### src/rtl/id_ex_stage.sv
// ID/EX pipeline register: latches ID operands and control, decodes the ALU
// control code, forwards from EX/MEM and MEM/WB, and inserts load-use bubbles.
// Optional feature macro: ID_EX_BUBBLE_COUNT_EN (adds the bubbleCount output).
module id_ex_stage #(
    parameter int WIDTH = 32,
    parameter int REGW  = 5
) (
    input  logic             clk,
    input  logic             reset,
    input  logic             idValid,
    input  logic [WIDTH-1:0] idReadData1,
    input  logic [WIDTH-1:0] idReadData2,
    input  logic [WIDTH-1:0] idSignExt,
    input  logic [REGW-1:0]  idRs,
    input  logic [REGW-1:0]  idRt,
    input  logic [REGW-1:0]  idRd,
    input  logic [1:0]       idAluOp,
    input  logic [5:0]       idFunct,
    input  logic             idUsesRt,
    input  logic             idAluSrc,
    input  logic             idRegDst,
    input  logic             idRegWrite,
    input  logic             idMemRead,
    input  logic             idMemWrite,
    input  logic             idMemToReg,
    input  logic             idBranch,
    input  logic             stall,
    input  logic             flush,
    input  logic             exMemRegWrite,
    input  logic [REGW-1:0]  exMemRd,
    input  logic [WIDTH-1:0] exMemAluRes,
    input  logic             memWbRegWrite,
    input  logic [REGW-1:0]  memWbRd,
    input  logic [WIDTH-1:0] memWbData,
    output logic [WIDTH-1:0] input1,
    output logic [WIDTH-1:0] input2,
    output logic [3:0]       aluCtr,
    output logic [WIDTH-1:0] storeData,
    output logic [REGW-1:0]  writeReg,
    output logic             exValid,
    output logic             exRegWrite,
    output logic             exMemRead,
    output logic             exMemWrite,
    output logic             exMemToReg,
    output logic             exBranch,
`ifdef ID_EX_BUBBLE_COUNT_EN
    output logic [31:0]      bubbleCount,
`endif
    output logic             hazardStall
);

    logic             valid_reg;
    logic             regwrite_reg;
    logic             memread_reg;
    logic             memwrite_reg;
    logic             memtoreg_reg;
    logic             branch_reg;
    logic             alusrc_reg;
    logic [WIDTH-1:0] data1_reg;
    logic [WIDTH-1:0] data2_reg;
    logic [WIDTH-1:0] signext_reg;
    logic [REGW-1:0]  rs_reg;
    logic [REGW-1:0]  rt_reg;
    logic [REGW-1:0]  writereg_reg;
    logic [3:0]       aluctr_reg;

    logic [3:0]       aluctr_next;
    logic [REGW-1:0]  writereg_next;
    logic             hazard_stall;

    always_comb begin
        aluctr_next = 4'b1111;
        case (idAluOp)
            2'b00: aluctr_next = 4'b0010;
            2'b01: aluctr_next = 4'b0110;
            2'b10: begin
                case (idFunct)
                    6'b100000: aluctr_next = 4'b0010;
                    6'b100010: aluctr_next = 4'b0110;
                    6'b100100: aluctr_next = 4'b0000;
                    6'b100101: aluctr_next = 4'b0001;
                    6'b101010: aluctr_next = 4'b0111;
                    6'b100111: aluctr_next = 4'b1100;
                    default:   aluctr_next = 4'b1111;
                endcase
            end
            default: aluctr_next = 4'b1111;
        endcase
    end

    assign writereg_next = idRegDst ? idRd : idRt;

    // Load in EX whose target is read by the instruction waiting in ID.
    assign hazard_stall = !flush && valid_reg && memread_reg &&
                          (rt_reg != '0) && idValid &&
                          ((rt_reg == idRs) || (idUsesRt && (rt_reg == idRt)));

    always_ff @(posedge clk or posedge reset) begin
        if (reset) begin
            valid_reg    <= 1'b0;
            regwrite_reg <= 1'b0;
            memread_reg  <= 1'b0;
            memwrite_reg <= 1'b0;
            memtoreg_reg <= 1'b0;
            branch_reg   <= 1'b0;
            alusrc_reg   <= 1'b0;
            data1_reg    <= '0;
            data2_reg    <= '0;
            signext_reg  <= '0;
            rs_reg       <= '0;
            rt_reg       <= '0;
            writereg_reg <= '0;
            aluctr_reg   <= 4'b1111;
        end else if (flush || hazard_stall) begin
            // Data fields are left as they are; only control is killed.
            valid_reg    <= 1'b0;
            regwrite_reg <= 1'b0;
            memread_reg  <= 1'b0;
            memwrite_reg <= 1'b0;
            memtoreg_reg <= 1'b0;
            branch_reg   <= 1'b0;
            alusrc_reg   <= 1'b0;
            aluctr_reg   <= 4'b1111;
        end else if (!stall) begin
            valid_reg    <= idValid;
            regwrite_reg <= idRegWrite;
            memread_reg  <= idMemRead;
            memwrite_reg <= idMemWrite;
            memtoreg_reg <= idMemToReg;
            branch_reg   <= idBranch;
            alusrc_reg   <= idAluSrc;
            data1_reg    <= idReadData1;
            data2_reg    <= idReadData2;
            signext_reg  <= idSignExt;
            rs_reg       <= idRs;
            rt_reg       <= idRt;
            writereg_reg <= writereg_next;
            aluctr_reg   <= aluctr_next;
        end
    end

    logic [REGW-1:0]  fwd_idx [2];
    logic [WIDTH-1:0] fwd_base [2];
    logic [WIDTH-1:0] fwd_val [2];

    assign fwd_idx[0]  = rs_reg;
    assign fwd_idx[1]  = rt_reg;
    assign fwd_base[0] = data1_reg;
    assign fwd_base[1] = data2_reg;

    // EX/MEM is the younger producer, so it takes precedence over MEM/WB.
    generate
        for (genvar gi = 0; gi < 2; gi++) begin : g_fwd
            always_comb begin
                if (exMemRegWrite && (exMemRd != '0) && (exMemRd == fwd_idx[gi]))
                    fwd_val[gi] = exMemAluRes;
                else if (memWbRegWrite && (memWbRd != '0) && (memWbRd == fwd_idx[gi]))
                    fwd_val[gi] = memWbData;
                else
                    fwd_val[gi] = fwd_base[gi];
            end
        end
    endgenerate

    assign input1      = fwd_val[0];
    assign input2      = alusrc_reg ? signext_reg : fwd_val[1];
    assign storeData   = fwd_val[1];
    assign aluCtr      = aluctr_reg;
    assign writeReg    = writereg_reg;
    assign exValid     = valid_reg;
    assign exRegWrite  = regwrite_reg;
    assign exMemRead   = memread_reg;
    assign exMemWrite  = memwrite_reg;
    assign exMemToReg  = memtoreg_reg;
    assign exBranch    = branch_reg;
    assign hazardStall = hazard_stall;

`ifdef ID_EX_BUBBLE_COUNT_EN
    logic [31:0] bubble_count_reg;

    always_ff @(posedge clk or posedge reset) begin
        if (reset)
            bubble_count_reg <= '0;
        else if ((flush || hazard_stall) && (bubble_count_reg != 32'hFFFF_FFFF))
            bubble_count_reg <= bubble_count_reg + 32'd1;
    end

    assign bubbleCount = bubble_count_reg;
`endif

endmodule

### config.mk
export PLATFORM = sky130hd
export DESIGN_NAME = id_ex_stage
export DESIGN_NICKNAME = d
export VERILOG_FILES = /design/src/rtl/id_ex_stage.sv
export SDC_FILE = /design/constraint.sdc
export NUM_CORES = 1
export LEC_CHECK = 0
export BUFFER_PORTS_ARGS = -buffer_cell sky130_fd_sc_hd__buf_2
export CAP_MARGIN = 10
export CELL_PAD_IN_SITES_DETAIL_PLACEMENT = 0
export CELL_PAD_IN_SITES_GLOBAL_PLACEMENT = 1
export CORE_MARGIN = 1.5
export CORE_UTILIZATION = 30
export DETAILED_ROUTE_END_ITERATION = 8
export GPL_TIMING_DRIVEN = 0
export PLACE_DENSITY = 0.75
export SYNTH_ARGS = -nofsm -noshare
export SYNTH_HDL_FRONTEND = slang
export SYNTH_SLANG_ARGS = --single-unit
### constraint.sdc
create_clock -name clk -period 3.7 [get_ports clk]
set_input_delay 0.185 -clock clk [delete_from_list [all_inputs] [get_ports clk]]
set_output_delay 0.185 -clock clk [all_outputs]
set_load 0.005 [all_outputs]
# == Word level (Yosys, flattened, before mapping) ==
# Cells that the tools add are included.
# totals
ram_bits,0
word_cells,75
romBits,0
latchBits,0
register_bits,122
n_memories,0
# classes
shift,0
n_lt_le_gt_ge,0
n_bitwise,2
mux,24
reduce_logical,20
n_mul,0
n_div,0
add_sub_neg,0
eq_ne,15
# op_table
cell,n
$mux W32,5
$eq A6 B6 Y1 const B,6
$eq A5 B5 Y1,6
$pmux W4 S6,1
$reduce_bool A5 Y1,3
$mux W1,14
$logic_and A1 B1 Y1,12
$pmux W4 S3,1
$mux W4,2
$mux W5,1
$eq A2 B1 Y1 const B,1
$eq A2 B2 Y1 const B,1
$logic_not A2 Y1,1
$logic_or A1 B1 Y1,2
$ne A2 B1 Y1 const B,1
$not A1 Y1,2
$reduce_and A2 Y1,1
$logic_not A1 Y1,1

# == Depth between registers and ports, before layout ==
# Gate-level depths: netlist (run 1).
# logic_depth
word_depth,9
depth_mapped,8

# == Worst setup path after synthesis (run 1) ==
# OpenSTA, ideal clock, no wires.
# synth_path
kind,register to register
startpoint,register rt_reg[1]
endpoint,register data1_reg[0]
setup_slack_ns,1.617
n_path_buf,3
setup_time_ns,0.125
synth_period_minus_slack_ns,2.083
arrival_ns,1.958
path_stages_with_launch,8
cell_sequence,dfrtp_1 -> buf_2 -> or4_1 -> o21ai_2 -> o21a_2 -> buf_8 -> buf_12 -> mux2_4
# synth_between
elab_chain_cells,7
elab_cells_between_ends,11
classes_between,2 x eq/ne; 1 x bitwise; 8 x reduce/logical
# synth_rtl
element,line_no,rtl
"start, declared",63,logic [REGW-1:0] rt_reg;
"start signal, assigned",136,rt_reg <= idRt;
$eq A5 B5 Y1 or $reduce_bool A5 Y1 (tied branches),"96, 95",
"$logic_and A1 B1 Y1, on equally long branches","96, 94",
$logic_or A1 B1 Y1 or $logic_and A1 B1 Y1 (tied branches),"96, 95",
$logic_and A1 B1 Y1 *,95,(rt_reg != '0) && idValid &&
$logic_or A1 B1 Y1 *,114,end else if (flush || hazard_stall) begin
$not A1 Y1 (no source line) *,n/a,
$reduce_and A2 Y1 (no source line) *,n/a,
"end signal, assigned",132,data1_reg <= idReadData1;
"end, declared",59,logic [WIDTH-1:0] data1_reg;
# Mark *: on every way between the ends. The rest lies on a longest branch, timed or not.
# A chain may end at the register's enable or synchronous reset.

# == Worst setup path after layout (run 1) ==
# layout_path
startpoint,register rs_reg[2]
endpoint,output port input1[27]
# layout_between
elab_chain_cells,4
elab_cells_between_ends,6
classes_between,2 x eq/ne; 2 x mux; 2 x reduce/logical
# layout_rtl
element,line_no,rtl
"start, declared",62,logic [REGW-1:0] rs_reg;
"start signal, assigned",135,rs_reg <= idRs;
$eq A5 B5 Y1,157,else if (memWbRegWrite && (memWbRd != '0) && (memWbRd == fwd_idx[gi]))
$logic_and A1 B1 Y1,157,
$mux W32,157,
$mux W32 *,155,if (exMemRegWrite && (exMemRd != '0) && (exMemRd == fwd_idx[gi]))
"end, declared",35,"output logic [WIDTH-1:0] input1,"
# Marks and branches as above.

==> results of run 1 <==
## power by group
group          switching, mW  internal (mW)
sequential             0.110           1.52
combinational          0.581          0.723
clock                  0.642           1.14
## critical path, cell delays in order, from the launching register on
cell	delay [ns]
dfrtp_1	0.42
xor2_1	0.17
nor3_1	0.16
and4_1	0.19
clkbuf_1	0.41
clkbuf_1	0.60
o21ai_0	0.30
buf_2	0.19
## cell usage after synthesis (all sizes together), types with 3 or more instances
library cell	instances
dfrtp	118
mux2	116
mux2i	71
nor2	45
nor3	38
nand2	34
inv	33
o21ai	33
a21oi	32
a221oi	32
buf	30
xor2	25
clkbuf	23
nor2b	6
xnor2	5
dfstp	4
or4	4
nand2b	3
o21a	3
## how the worst max path moves through the flow
stage                              end  cells after the start  slack, ns  startpoint
after floorplan             alusrc_reg                      1       0.28       reset
after global placement    data1_reg[5]                      2      -1.51       reset
after detailed placement     input2[9]                      7       0.98  exMemRd[1]
after CTS                   input1[27]                      7       0.59   rs_reg[2]
after global routing        input1[27]                      7       0.45   rs_reg[0]
final                       input1[27]                      7       0.66   rs_reg[2]
## cells by family after synthesis
kind of cell / Yosys count / synth area share
AND/OR/NAND/NOR: 138 / 0.08498
buffers and inverters: 86 / 0.06841
AO/OA/AOI/OAI: 109 / 0.09392
flip-flops: 122 / 0.4048
XOR/XNOR: 30 / 0.03479
multiplexers: 187 / 0.3117
adder cells (fa/ha/maj): 1 / 0.001325
## per-layer routing
layer,up-vias,GRT usage
met5,-,0
met4,4,0.06255
met3,37,0.05005
met2,340,0.3681
met1,3358,0.2668
li1,3264,-
## through the flow
step / instances / total power [mW] / hold WS, ns / worst slack, ns
after floorplan: 673 / 2.345 / 0.3331 / 0.2791
after global placement: 1316 / 2.862 / 0.4164 / -1.514
after detailed placement: 1317 / 2.883 / 0.2924 / 0.9850
after CTS: 1436 / 4.764 / 0.000009909 / 0.5862
after global routing: 1438 / 4.958 / 0.003792 / 0.4538
final: 1438 / 4.722 / 0.01973 / 0.6561
## area by class of cell
| type | count | area (sq um) |
|---|---|---|
| Clock inverter | 12 | 172.7 |
| Fill cell | 2365 | 13440 |
| Clock buffer | 20 | 446.7 |
| Timing Repair Buffer | 408 | 2505 |
| Antenna cell | 1 | 2.502 |
| Multi-Input combinational cell | 465 | 3979 |
| Sequential cell | 122 | 3058 |
| Tap cell | 324 | 405.4 |
| Buffer | 53 | 392.9 |
| Inverter | 33 | 128.9 |
==> Implementation_results.wiki, run 1 <==
{| class="wikitable"
! Metric !! Value
|-
| WL per Instance || 19.47 um
|-
| Fraction of layout instances using a drive strength above 1 || 0.4546
|-
| Count of unique library cells instantiated by Yosys || 41
|-
| Slew headroom || 0.5279
|-
| P per Cell Area || 425.8 mW/mm^2
|-
| Tightest Hold Check Type || input port to register
|-
| Most instantiated flip-flop cell in the synthesis netlist || dfrtp_1
|-
| Source of the worst hold timing path || idSignExt[20]
|-
| TritonCTS clock tree || done
|-
| Final clock skew || roughly 0.013 ns
|-
| Placed wire-length estimate after detailed placement || 20500 um
|-
| Leading area contributor after synthesis || dfrtp_1
|-
| Highest-count cells in the layout ignoring fill and taps || buf_2 (336), dfrtp_1 (118), mux2_4 (90)
|-
| TritonCTS Buffers || 17
|-
| Reported max-cap violation count || 0
|-
| Arrival time worst endpoint || 2.86 ns
|-
| Residual DRC || 0
|-
| Clock tree buffer depth || 2
|-
| Placed cell area || around 0.0096 sq mm
|-
| Die Outline Area || 0.02614 sq mm
|-
| End point of the most critical hold path || signext_reg[20]
|-
| Area growth syn-to-layout || 46.83%
|-
| Synthesized Nets || 881
|-
| Buffer count from post-CTS setup fixing || 0
|-
| Total routing usage reported by global routing || 0.2140
|-
| Number of cells traversed by the worst hold path || 2
|-
| Finished Cell Area || 0.01109 sq mm
|-
| Global-route wire length before repair || 42410 um
|-
| Vias in the first global route || 7398
|-
| Post-synthesis instance area || approximately 0.0076 sq mm
|-
| Req. time, crit path || 3.51 ns
|-
| Pins over their slew limit || 0
|-
| Part of the cycle the worst path needs || 0.8227
|-
| Worst setup EP type || output pin
|-
| Slew @ Worst Pin || 0.7082 ns
|-
| Net total in the final layout || approximately 1300
|-
| Final WL || 28000 um
|-
| Routed wire length on met2 || approximately 14000 um
|-
| DRT met1 WL || between 10000 and 15000 um
|-
| Leakage power summed over all cells || 5.355 nW
|-
| Startpoint types || register
|-
| Post-route setup TNS || 0 ns
|-
| Height of the chip || 161.7 um
|-
| Worst setup path category || register to output pin
|-
| Fin crit period || approximately 3.0 ns
|-
| Post-detailed-route count of antenna-violating nets || 0
|-
| Via count of the routed design || approximately 7000
|-
| Number of enable flip-flop cells after synthesis || 0
|-
| Post-Syn Instances || approximately 670
|-
| Worst R2R Setup Slack || 1.34 ns
|-
| PostCTS Resize Cnt || 0
|-
| Number of hold buffers added after CTS || 87
|-
| Die Wd || around 160 um
|-
| Highest metal layer with signal wires || met5
|-
| Most common cell after layout, fill and taps aside || buf_2
|-
| Number of I/O pins || between 300 and 400
|-
| Count of endpoints failing setup in the final report || 0
|-
| Register-to-Register Path Depth || 6
|-
| Worst reg2reg path endpoint || data1_reg[12]
|-
| Clock latency of the later-clocked register in the worst-skew pair || ~0.42 ns
|-
| Count of port buffers added during placement || 319
|-
| Root cell of the clock tree || clkbuf_16
|-
| Pin count of the biggest net entering global routing || 65
|-
| RSZ-0062 raised after global routing || no
|-
| Vias per cell || approximately 5
|-
| Gpl congestion || 0.8266
|-
| Core box area || 0.02453 sq mm
|-
| Seq/Total Area, Yosys || 0.4048
|-
| CTS clock-pin slew for the worst setup and hold paths || 0.06 ns
|-
| Highest fanout seen on the critical path || 10
|-
| Top-area cell type share of the netlist area || 0.3909
|-
| Maximum achievable frequency || 0.3285 GHz
|-
| Effective utilization at floorplan || 0.3079
|-
| Hold Violations, Final || 0
|-
| Outcome || finished clean
|-
| R2R Path Start || rt_reg[1]
|-
| Sum of overflow across all layers after global routing || 0
|-
| Post-Synthesis Mean Instance Area || between 10 and 15 sq um
|-
| First DRT Iteration DRCs || 374
|-
| Number of optimization iterations in the first detailed-route pass || 6
|-
| Number of warnings reported in the yosys synthesis log || 0
|-
| Peak supply drop || between 0.2 and 0.3 mV
|-
| Htree depth || 4
|-
| Standard-cell rows || between 50 and 60
|-
| Post-Route Utilization || 0.4521
|-
| Register bit count reported by yosys || approximately 120
|-
| Cell types with the largest area share after synthesis || dfrtp_1 (39%), mux2_4 (18%), mux2i_1 (9.4%)
|-
| # clock sinks || 122
|-
| Share of synthesized flip-flops with an asynchronous set or reset || 1.000
|-
| Routed wire length on met3 || 2038 um
|-
| Initial antenna violation count || 3
|}
No activity file was read; power rests on OpenSTA's default activity.
==> run 2: changes to the inputs <==
Clock period 3.7 ns to 3.2 ns, I/O delays scaled along.
==> run 2 against run 1 <==
Against the previous run:
- sequential power is 16% higher
- clock-buffer cell count stayed put
- design area is 1.7% higher
- worst setup slack worse by 0.36 ns
- worst hold slack worse by 0.0035 ns
- clock skew hardly changed
- sequential share of layout area is 0.45 points lower
- largest power group unchanged
==> Implementation_results.wiki, run 2 (synthesis gave the netlist of run 1 again) <==
{| class="wikitable"
! Metric !! Value
|-
| TritonCTS Buffers || 17
|-
| Worst setup path category || register to output pin
|-
| Share of power burned in the clock network || 0.357
|-
| Proportion of total power due to net switching || 0.2990
|-
| Root cell of the clock tree || clkbuf_16
|-
| Net total in the final layout || between 1000 and 1500
|-
| Slew headroom || 0.5152
|-
| Gpl congestion || 0.8488
|-
| Met2 track utilization from global routing || 0.3806
|-
| Number of optimization iterations in the first detailed-route pass || 5
|-
| CTS clock-pin slew for the worst setup and hold paths || 0.06 ns
|-
| Die Wd || 161.7 um
|-
| Met3 Usage GRT || 0.04545
|-
| Via count of the routed design || 7049
|-
| Part of the cycle the worst path needs || 0.9090
|-
| Global-route wire length before repair || 43460 um
|-
| Part of the power in registers || 0.356
|-
| Highest fanout seen on the critical path || 10
|-
| Height of the chip || around 160 um
|-
| Post-detailed-route count of antenna-violating nets || 0
|-
| Maximum achievable frequency || 0.3438 GHz
|-
| Outcome || finished clean
|-
| Startpoint types || register
|-
| WL per Instance || 19.66 um
|-
| Smallest hold slack || between 0.015 and 0.02 ns
|-
| Post-Route Utilization || 0.4596
|-
| Fill cell instance count of the final layout || 2439
|-
| Standard-cell rows || 57
|-
| # clock sinks || ~120
|-
| Effective utilization at floorplan || 0.3079
|-
| Area of the multi-input gates || 0.003979 sq mm
|-
| Highest-count cells in the layout ignoring fill and taps || buf_2 (336), dfrtp_1 (118), dlygate4sd3_1 (108)
|-
| Pin count of the biggest net entering global routing || 39
|-
| Arrival time worst endpoint || between 2 and 3 ns
|-
| Internal Power || 3.734 mW
|-
| TritonCTS clock tree || done
|-
| Hold Violations, Final || 0
|-
| Clock latency of the later-clocked register in the worst-skew pair || 0.42 ns
|-
| Portion of total power attributed to combinational logic || 0.287
|-
| Fin crit period || 2.909 ns
|-
| Most common cell after layout, fill and taps aside || buf_2
|-
| P per Cell Area || 472.5 mW/mm^2
|-
| Initial antenna violation count || 1
|-
| RSZ-0062 raised after global routing || no
|-
| Placed wire-length estimate after detailed placement || 20880 um
|-
| Req. time, crit path || 3.04 ns
|-
| Reported net switching power || about 1.6 mW
|-
| Layer with the highest usage after global routing || met2
|-
| Count of endpoints failing setup in the final report || 0
|-
| First DRT Iteration DRCs || around 330
|-
| Reported max-cap violation count || 0
|-
| Area growth syn-to-layout || 49.26%
|-
| Vias per cell || 4.831
|-
| Peak supply drop || 0.3065 mV
|-
| Worst setup EP type || output pin
|-
| Sum of overflow across all layers after global routing || 0
|-
| Slew @ Worst Pin || ~0.73 ns
|-
| Tightest Hold Check Type || input port to register
|-
| Clock tree buffer depth || 2
|-
| Leakage power summed over all cells || 5.420 nW
|-
| Residual DRC || 0
|-
| Number of I/O pins || 320
|-
| Die Outline Area || roughly 0.026 sq mm
|-
| Core box area || roughly 0.025 sq mm
|-
| Htree depth || 4
|-
| Pins over their slew limit || 0
|-
| Final clock skew || 0.01341 ns
|-
| Buffer count from post-CTS setup fixing || 0
|-
| Sequential cell area || slightly above 0.003 sq mm
|-
| Fraction of layout instances using a drive strength above 1 || 0.4506
|-
| Count of port buffers added during placement || approximately 320
|-
| Total routing usage reported by global routing || 0.2207
|-
| Vias in the first global route || 7441
|-
| Grt met1 use || 0.2736
|-
| Post-route setup TNS || 0 ns
|-
| Final WL || between 20000 and 30000 um
|}
## run 2: cell count changes in the layout (fill, tap and decap cells not counted), moves of 2 or more
cell | previous run | this run
clkbuf_1 | 25 | 21
buf_12 | 9 | 12
clkinv_2 | 4 | 1
clkbuf_2 | 0 | 2
dlygate4sd3_1 | 88 | 108
clkinvlp_4 | 2 | 6
bufinv_16 | 4 | 1
## run 2: final cells by class
| class | instances | area share |
|---|---|---|
| antenna | 1 | 0.0002220 |
| buffer | 52 | 0.03474 |
| clock buffer | 20 | 0.04051 |
| clock inverter | 12 | 0.01032 |
| inverter | 33 | 0.01132 |
| multi-input combinational | 465 | 0.3529 |
| sequential | 122 | 0.2712 |
| tap | 324 | 0.03596 |
| timing repair buffer | 430 | 0.2428 |
## run 2: what timing repair did
| item | 4_1_cts | 5_1_grt |
|---|---|---|
| setup endpoints to repair | 0 | 9 |
| resized for setup | 0 | 4 |
| hold buffers | 108 | 0 |
| endpoints found under the hold margin | 128 | 0 |
## run 2: power by group through the flow
| stage | Sequential [mW] | Combinational (mW) | Clock, mW |
|---|---|---|---|
| 3_5_place_dp | 1.92 | 1.43 | 0 |
| 2_1_floorplan | 1.88 | 0.835 | 0 |
| 5_1_grt | 1.92 | 1.67 | 2.02 |
| 3_3_place_gp | 1.91 | 1.41 | 0 |
| 4_1_cts | 1.89 | 1.54 | 1.95 |
| 6_report | 1.89 | 1.53 | 1.90 |
## run 2: critical path: stages, from the launching register on
cell,delay (ns)
dfrtp_1,0.35
buf_2,0.17
xor2_1,0.17
nor3_1,0.26
nand3_1,0.33
buf_2,0.33
buf_2,0.24
nor2_1,0.25
a21oi_1,0.10
buf_2,0.15
## run 2: layer usage
layer  vias up  wire length (um)
met2       267             13960
met5         -                 0
met3        38              1562
met4         0               612
li1       3311                 -
met1      3433             12550
## run 2: final timing paths
kind                          startpoint       endpoint  slack, ns  cells past startpoint
max                            rt_reg[4]  storeData[27]       0.29                      9
min                           idAluOp[0]      aluCtr[2]       0.02                      3
max reg2reg                    rt_reg[1]   data1_reg[8]       0.90                      7
min reg2reg                data1_reg[14]  data1_reg[14]       0.51                      1
max in group asynchronous          reset      aluCtr[2]       1.96                      5
min in group asynchronous          reset   data2_reg[6]       0.37                      3
## run 2: metrics by stage
step                instance area [sq um]  cells  setup slack [ns]  total power [mW]
finish                              11270   1459            0.2913             5.327
global placement                     9559   1316            0.5170             3.317
floorplan                            7557    673             1.117             2.712
CTS                                 11270   1459           0.06369             5.382
global route                        11270   1459            0.1040             5.610
detailed placement                   9619   1319            0.5252             3.345
